## src/rtl/cache_arbiter.sv

```systemverilog
// Registered L1I/L1D -> L2 arbiter; one-cycle grant, transaction locked until ab_pmem_resp, zero-cycle response path.
// Fixed I-over-D priority by default; define ARB_ROUND_ROBIN_EN to alternate grants when both sides contend.
module cache_arbiter #(
  parameter int ADDR_W = 32,
  parameter int LINE_W = 256
) (
  input  logic              clk,
  input  logic              reset,
  input  logic              i_pmem_read,
  input  logic              i_pmem_write,
  input  logic [ADDR_W-1:0] i_pmem_address,
  input  logic [LINE_W-1:0] i_pmem_wdata,
  output logic [LINE_W-1:0] i_pmem_rdata,
  output logic              i_pmem_resp,
  input  logic              d_pmem_read,
  input  logic              d_pmem_write,
  input  logic [ADDR_W-1:0] d_pmem_address,
  input  logic [LINE_W-1:0] d_pmem_wdata,
  output logic [LINE_W-1:0] d_pmem_rdata,
  output logic              d_pmem_resp,
  output logic              ab_pmem_read,
  output logic              ab_pmem_write,
  output logic [ADDR_W-1:0] ab_pmem_address,
  output logic [LINE_W-1:0] ab_pmem_wdata,
  input  logic [LINE_W-1:0] ab_pmem_rdata,
  input  logic              ab_pmem_resp
);

  localparam logic [1:0] IDLE   = 2'b00;
  localparam logic [1:0] I_BUSY = 2'b01;
  localparam logic [1:0] D_BUSY = 2'b10;

`ifdef ARB_ROUND_ROBIN_EN
  localparam logic RR_EN = 1'b1;
`else
  localparam logic RR_EN = 1'b0;
`endif

  logic [1:0]        state;
  logic              last_grant_d;  // 1: last completed transaction belonged to D
  logic [ADDR_W-1:0] addr_q;
  logic [LINE_W-1:0] wdata_q;
  logic              read_q;
  logic              write_q;

  logic i_pend;
  logic d_pend;
  logic grant_d;
  logic busy;
  logic i_sel;
  logic d_sel;

  assign i_pend = i_pmem_read | i_pmem_write;
  assign d_pend = d_pmem_read | d_pmem_write;

  // D wins when alone, or under round-robin when I held the previous grant.
  assign grant_d = d_pend & (~i_pend | (RR_EN & ~last_grant_d));

  always_ff @(posedge clk) begin
    if (reset) begin
      state        <= IDLE;
      last_grant_d <= 1'b1;
      addr_q       <= '0;
      wdata_q      <= '0;
      read_q       <= 1'b0;
      write_q      <= 1'b0;
    end else begin
      case (state)
        IDLE: begin
          if (grant_d) begin
            addr_q  <= d_pmem_address;
            wdata_q <= d_pmem_wdata;
            read_q  <= d_pmem_read;
            write_q <= d_pmem_write & ~d_pmem_read;
            state   <= D_BUSY;
          end else if (i_pend) begin
            addr_q  <= i_pmem_address;
            wdata_q <= i_pmem_wdata;
            read_q  <= i_pmem_read;
            write_q <= i_pmem_write & ~i_pmem_read;
            state   <= I_BUSY;
          end
        end
        I_BUSY, D_BUSY: begin
          if (ab_pmem_resp) begin
            state        <= IDLE;
            last_grant_d <= (state == D_BUSY);
          end
        end
        default: state <= IDLE;
      endcase
    end
  end

  assign i_sel = (state == I_BUSY);
  assign d_sel = (state == D_BUSY);
  assign busy  = i_sel | d_sel;

  assign ab_pmem_read    = busy & read_q;
  assign ab_pmem_write   = busy & write_q;
  assign ab_pmem_address = busy ? addr_q : '0;
  assign ab_pmem_wdata   = busy ? wdata_q : '0;

  assign i_pmem_rdata = i_sel ? ab_pmem_rdata : '0;
  assign i_pmem_resp  = i_sel & ab_pmem_resp;
  assign d_pmem_rdata = d_sel ? ab_pmem_rdata : '0;
  assign d_pmem_resp  = d_sel & ab_pmem_resp;

endmodule

```

## config.mk

```make
export PLATFORM = sky130hd
export DESIGN_NAME = cache_arbiter
export DESIGN_NICKNAME = d
export VERILOG_FILES = /design/src/rtl/cache_arbiter.sv
export SDC_FILE = /design/constraint.sdc
export NUM_CORES = 1
export LEC_CHECK = 0
export ABC_AREA = 1
export ABC_CLOCK_PERIOD_IN_PS = 3300
export CAP_MARGIN = 20
export CORE_AREA = 2 2 636 638
export CTS_BUF_LIST = sky130_fd_sc_hd__clkbuf_8
export CTS_CLUSTER_DIAMETER = 60
export DETAILED_ROUTE_END_ITERATION = 8
export DIE_AREA = 0 0 638 640
export PLACE_DENSITY = 0.31
export SETUP_SLACK_MARGIN = 0.1
export SYNTH_ARGS = -nofsm -noshare
export SYNTH_HDL_FRONTEND = slang
export SYNTH_SLANG_ARGS = --single-unit
```

## constraint.sdc

```tcl
create_clock -name clk -period 3.3 [get_ports clk]
set_clock_uncertainty 0.1 [all_clocks]
set_input_delay 0.66 -clock clk [delete_from_list [all_inputs] [get_ports clk]]
set_output_delay 0.66 -clock clk [all_outputs]
set_load 0.05 [all_outputs]
```

==> out/qor.yml, run 1 <==
worst_setup_path:
  worstPathRequired_ps: 2540
  end_kind: "output pin"
  crit_fanout: 7
  start_kind: "register"
  critPathKind: "reg2out"
  worstPathArrival_ps: 2450
layout:
  nNetsFinal: 6768
  multi_input_area_um2: 12300
  final_util: 0.149
  fin_area_um2: 59900
  regArea_um2: 5850
  area_growth_pct: 177
  drive_above_1_share: 0.358
  fillers: 46200
synth:
  synth.distinct_cells: 18
  syn_area_per_cell_um2: 5.14
  synth_edf_count: 0
  yosys.cell_count.top_type: "nand2_1"
  syn-num-nets: 5040
  synth_area_um2: 21600
  synth_area_leaders: "nand2_1 (29%), dfxtp_1 (27%), inv_1 (24%)"
  synth_area_leader_cell: "nand2_1"
  synthArstFlopShare: 0
  synthCells: 4198
  synth-seq-cells: 292
  synth_commonest_cells: "nand2_1 (1,679), inv_1 (1,385), a21oi_1 (292), dfxtp_1 (292), nand3_1 (289)"
  yosysSeqAreaShare: 0.271
  yosys_warnings: 0
  synth_flop_cell: "dfxtp_1"
  synth_top_cell_area_share: 0.292
global_route:
  grt_pass1_wl_um: 405000
  grt_max_degree: 102
  antenna_found_initial: 257
  grt_pass1_vias: 30700
  grt_use_total: 0.159
  grt-ovfl-total: 0
floorplanning:
  die-area_um2: 408000
  ios: 1643
  core_area_um2: 401000
  initial_core_util: 0.0538
  rows: 233
  die_x_um: 638
  die_y_um: 640
clocking:
  cts_tree: "yes"
  path_clk_slew_ps: 50
  numClockSinks: 292
  clock_latency_ps: 830
  clock_path_buffers: 4
  numCtsBuffers: 82
  cts_root_buf: "clkbuf_8"
  hold_buffers: 0
  htree_levels: 3
place:
  io_buffers: 1642
  gp_congestion: 0.962
  place_hpwl_um: 294000
  placed_area_um2: 51100
sta:
  hold_viol: 0
  rsz0062_at_grt: "true"
  fin_crit_sh: 0.972
  setup_viol: 0
  tns_ps: 0
  finalMaxSlewViolations: 0
  finalHoldWorstSlack_ps: 282
  tightest_slew_ps: 808
  min_period_ps: 3210
  relSlewSlack: 0.462
  fmax_ghz: 0.312
drt:
  drt_first_iter_violations: 1945
  ant_nets: 0
  wire_per_inst_um: 30.5
  routed_wirelength_um: 344000
  via_per_inst: 2.87
  vias: 32400
  drc_errors: 0
  first_pass_iters: 6
power:
  totalPowerFinal_mw: 21.8
  p_leak_nw: 31.6
  ir_drop_uv: 226
  p_per_area_nw_per_um2: 364
flow_run:
  drv_cap: 0
worst_hold_path:
  hold_path.class: "in2reg"
outcome:
  status: "complete, no violations"
metal layers:
layer | global-route usage | wire (um) | share of wire | vias to the layer above
li1 | - | - | - | 15200
met1 | 0.188 | 140000 | 0.41 | 15000
met2 | 0.257 | 154000 | 0.45 | 1500
met3 | 0.0895 | 42500 | 0.12 | 614
met4 | 0.0187 | 7230 | 0.021 | 100
met5 | 0 | 682 | 0.0020 | -
placed cells by master (no fill, tap or decap):
cell	n
a21boi_0	1
a21oi_1	292
buf_12	740
buf_16	48
buf_2	4
buf_4	128
buf_6	29
buf_8	64
clkbuf_16	40
clkbuf_2	1
clkbuf_4	1
clkbuf_8	96
clkdlybuf4s50_1	837
clkinv_2	9
clkinvlp_4	2
dfxtp_1	290
dfxtp_4	2
diode_2	35
ha_4	3
inv_1	887
inv_2	312
inv_4	208
inv_6	4
inv_8	1
nand2_1	1240
nand2_2	83
nand2_4	351
nand2_8	6
nand3_1	289
nor2_1	2
nor2_2	2
nor2_4	1
o21ai_4	1
worst paths after layout:
check            from           endpoint  slack, ps  cells past startpoint
min             reset        wdata_q[24]        280                      4
max reg2reg  state[0]        wdata_q[67]       1320                      9
min reg2reg   write_q            write_q        400                      2
max          state[1]  ab_pmem_wdata[29]         90                      8
layout make-up:
type / count / area share
clock inverter: 36 / 0.00274
antenna: 35 / 0.00146
multi-input combinational: 2271 / 0.205
inverter: 1387 / 0.0960
tap: 5287 / 0.111
clock buffer: 96 / 0.0221
timing repair buffer: 1892 / 0.464
sequential: 292 / 0.0978
sequential cells by signal, summed over array words and instances (netlist names):
register and flops:
state 2, read_q 1, wdata_q 256, addr_q 32, write_q 1
per-stage QoR:
stage | setup WS (ps) | std cells
after floorplan | 915 | 4198
after global placement | 274 | 11000
after detailed placement | 268 | 11000
after CTS | -114 | 11200
after global routing | -88.2 | 11300
final | 92.3 | 11300
worst max-delay path: stages, from the launching register on:
cell and delay, ps:
dfxtp_4 370, inv_4 50, ha_4 320, buf_12 170
buf_12 170, clkbuf_16 190, nand2_2 80, inv_2 80
buf_12 130
power breakdown:
| group | switching [mW] | internal (mW) |
|---|---|---|
| registers | 0.410 | 4.02 |
| logic | 7.26 | 5.14 |
| clock network | 2.35 | 2.60 |
kinds of logic (layout without fill, tap and decap cells):
group | after synthesis | in the layout | share of synthesized area
compound gates | 294 | 294 | 0.0688
buf+inv | 1635 | 3411 | 0.298
fa+ha+maj | 3 | 3 | 0.00174
other cells | 0 | 35 | 0
flops | 292 | 292 | 0.271
simple gates | 1974 | 1974 | 0.361
timing repair:
item                       in CTS  in global routing
pin swaps                      48                165
cloned                         31                 50
setup endpoints to repair     804                684
resized for setup             588               1349
buffers inserted               48                 26
No activity file was read; power rests on OpenSTA's default activity.
==> inputs of run 2 (changes only) <==
--- a/config.mk
+++ b/config.mk
@@ -13,7 +13,7 @@
 export CTS_CLUSTER_DIAMETER = 60
 export DETAILED_ROUTE_END_ITERATION = 8
 export DIE_AREA = 0 0 638 640
-export PLACE_DENSITY = 0.31
+export PLACE_DENSITY_LB_ADDON = 0.25
 export SETUP_SLACK_MARGIN = 0.1
 export SYNTH_ARGS = -nofsm -noshare
 export SYNTH_HDL_FRONTEND = slang
==> out/qor.yml, run 2 (synthesis results as in run 1) <==
worst_hold_path:
  hold_path.class: "in2reg"  # unchanged
  min_from: "reset"  # unchanged
  hold_end: "wdata_q[219]"  # was wdata_q[24]
  whs_path_depth: 4  # unchanged
sta:
  tightest_slew_ps: 691  # was 808 ps
  fmax_ghz: 0.305  # was 0.312 GHz
  setup_viol: 0  # unchanged
  relSlewSlack: 0.538  # was 0.462
  fin_crit_sh: 0.994  # was 0.972
  finalHoldWorstSlack_ps: 240  # was 282 ps
  tns_ps: 0  # unchanged
  rsz0062_at_grt: "true"  # unchanged
  min_period_ps: 3280  # was 3210 ps
  hold_viol: 0  # unchanged
  finalMaxSlewViolations: 0  # unchanged
drt:
  ant_nets: 0  # unchanged
  vias: 32200  # was 32,400
  routed_wirelength_um: 343000  # was 344,000 um
  drt_first_iter_violations: 2087  # was 1,945
  wire_per_inst_um: 30.4  # was 30.5 um
  via_per_inst: 2.86  # was 2.87
  drc_errors: 0  # unchanged
  first_pass_iters: 5  # was 6
global_route:
  busiest_layer: "met2"  # unchanged
  grt_use_total: 0.159  # about the same
  globalRouteMet2Util: 0.258  # was 0.257
  grt_max_degree: 86  # was 102
  use_met1: 0.192  # was 0.188
  grt.met3_usage: 0.0771  # was 0.0895
  grt_pass1_wl_um: 404000  # was 405,000 um
  grt-ovfl-total: 0  # unchanged
  grt_pass1_vias: 30800  # was 30,700
  antenna_found_initial: 262  # was 257
worst_setup_path:
  crit_chain: "inv_4 -> ha_4 -> buf_12 -> buf_16 -> buf_4 -> buf_12 -> clkbuf_16 -> nand2_1 -> inv_2 -> buf_12"  # was inv_4 -> ha_4 -> buf_12 -> buf_12 -> clkbuf_16 -> nand2_2 -> inv_2 -> buf_12
  end_kind: "output pin"  # unchanged
  rrSetupSlack_ps: 1400  # was 1320 ps
  rr_startpoint: "state[1]"  # was state[0]
  r2r_cells: 8  # was 9
  start_kind: "register"  # unchanged
  critPathSlowestCell: "dfxtp_2"  # was dfxtp_4
  worstPathArrival_ps: 2520  # was 2450 ps
  timing.rr.end: "wdata_q[35]"  # was wdata_q[67]
  crit_top_cell: "buf_12"  # unchanged
  critPathMaxStageDelay_ps: 350  # was 370 ps
  critPathKind: "reg2out"  # unchanged
  worstPathRequired_ps: 2540  # about the same
  crit_fanout: 6  # was 7
floorplanning:
  core_area_um2: 401000  # unchanged
  initial_core_util: 0.0538  # unchanged
  die-area_um2: 408000  # unchanged
  ios: 1643  # unchanged
  die_y_um: 640  # unchanged
  die_x_um: 638  # unchanged
  rows: 233  # unchanged
clocking:
  htree_levels: 3  # unchanged
  cts_root_buf: "clkbuf_8"  # unchanged
  cts_tree: "yes"  # unchanged
  numClockSinks: 292  # unchanged
  clock_path_buffers: 4  # unchanged
  path_clk_slew_ps: 50  # about the same
  numCtsBuffers: 81  # was 82
  clock_latency_ps: 830  # about the same
layout:
  largest_reg_flops: 256  # unchanged
  nNetsFinal: 6740  # was 6,768
  final_util: 0.142  # was 0.149
  mostFrequentLayoutCells: "nand2_1 (1,463), inv_1 (1,069), clkdlybuf4s50_1 (837), buf_12 (699)"  # was nand2_1 (1,240), inv_1 (887), clkdlybuf4s50_1 (837), buf_12 (740), nand2_4 (351)
  largest_registers: "wdata_q: 256 flops, addr_q: 32 flops, state: 2 flops"  # unchanged
  final_common_cell: "nand2_1"  # unchanged
  finalNonFillerCells: 11300  # about the same
  drive_above_1_share: 0.287  # was 0.358
  regMostFlops: "wdata_q"  # unchanged
  area_growth_pct: 164  # was 177%
  fillers: 46300  # was 46,200
power:
  p_leak_nw: 29.7  # was 31.6 nW
  ir_drop_uv: 218  # was 226 uV
  p_per_area_nw_per_um2: 374  # was 364 nW/um2
  totalPowerFinal_mw: 21.3  # was 21.8 mW
flow_run:
  drv_cap: 0  # unchanged
place:
  place_hpwl_um: 292000  # was 294,000 um
  gp_congestion: 0.935  # was 0.962
  dp.cells: 11000  # about the same
  io_buffers: 1642  # unchanged
outcome:
  status: "complete, no violations"  # unchanged
-- run 2: changes by cell type in the layout (fill, tap and decap cells not counted), sizes merged --
cell	delta
bufinv	+5
clkdlybuf4s15	+2
buf	-21
dlygate4sd2	+1
inv	-2
clkinv	-1
bufbuf	+3
clkbuf	-10
-- run 2: report_power, final --
group	total, mW	internal [mW]	leakage, nW	switching (mW)
clock network	5.32	3.04	0.929	2.28
logic	11.6	4.76	26.3	6.80
registers	4.44	4.02	2.43	0.417
-- run 2: repair_timing --
action / in CTS / in global routing
hold buffers: 0 / 0
setup endpoints to repair: 796 / 789
gates cloned: 35 / 35
setup buffers: 46 / 19
pin swaps: 35 / 20
gates resized for setup: 505 / 476
-- run 2: cell type report --
type                       count  area [um2]  area share
inverter                    1387        5330      0.0936
tap                         5287        6620       0.116
sequential                   292        5850       0.103
multi-input combinational   2271       10500       0.184
timing repair buffer        1865       27000       0.473
clock buffer                  98        1350      0.0237
antenna                       35        87.6     0.00154
clock inverter                38         297     0.00520
-- run 2: metrics by stage --
step	setup WS (ps)	instance area [um2]
floorplan	915	21600
global placement	400	50600
detailed placement	392	50600
CTS	-161	54800
global route	-152	56900
finish	20.7	57000
-- run 2: how the worst max path moves through the flow --
stage,from,end,slack [ps],cells past startpoint
2_1_floorplan,state[0],ab_pmem_address[0],920,6
3_3_place_gp,d_pmem_write,wdata_q[230],400,9
3_5_place_dp,d_pmem_write,wdata_q[230],390,9
4_1_cts,state[0],ab_pmem_wdata[35],-160,10
5_1_grt,state[0],ab_pmem_wdata[33],-150,10
6_report,state[0],ab_pmem_wdata[220],20,10
-- run 2: worst max-delay path: cells and delay by family, from the launching register on --
kind / cells / cell delay, ps
AND/OR/NAND/NOR: 1 / 80
buffers and inverters: 8 / 970
flip-flops: 1 / 350
adder cells (fa/ha/maj): 1 / 250
-- run 2: layer usage --
metal | wire length [um] | vias up | part of all wire
met5 | 514 | - | 0.0015
met4 | 8010 | 76 | 0.023
met3 | 38200 | 563 | 0.11
met2 | 153000 | 1596 | 0.45
met1 | 143000 | 14900 | 0.42
li1 | - | 15100 | -
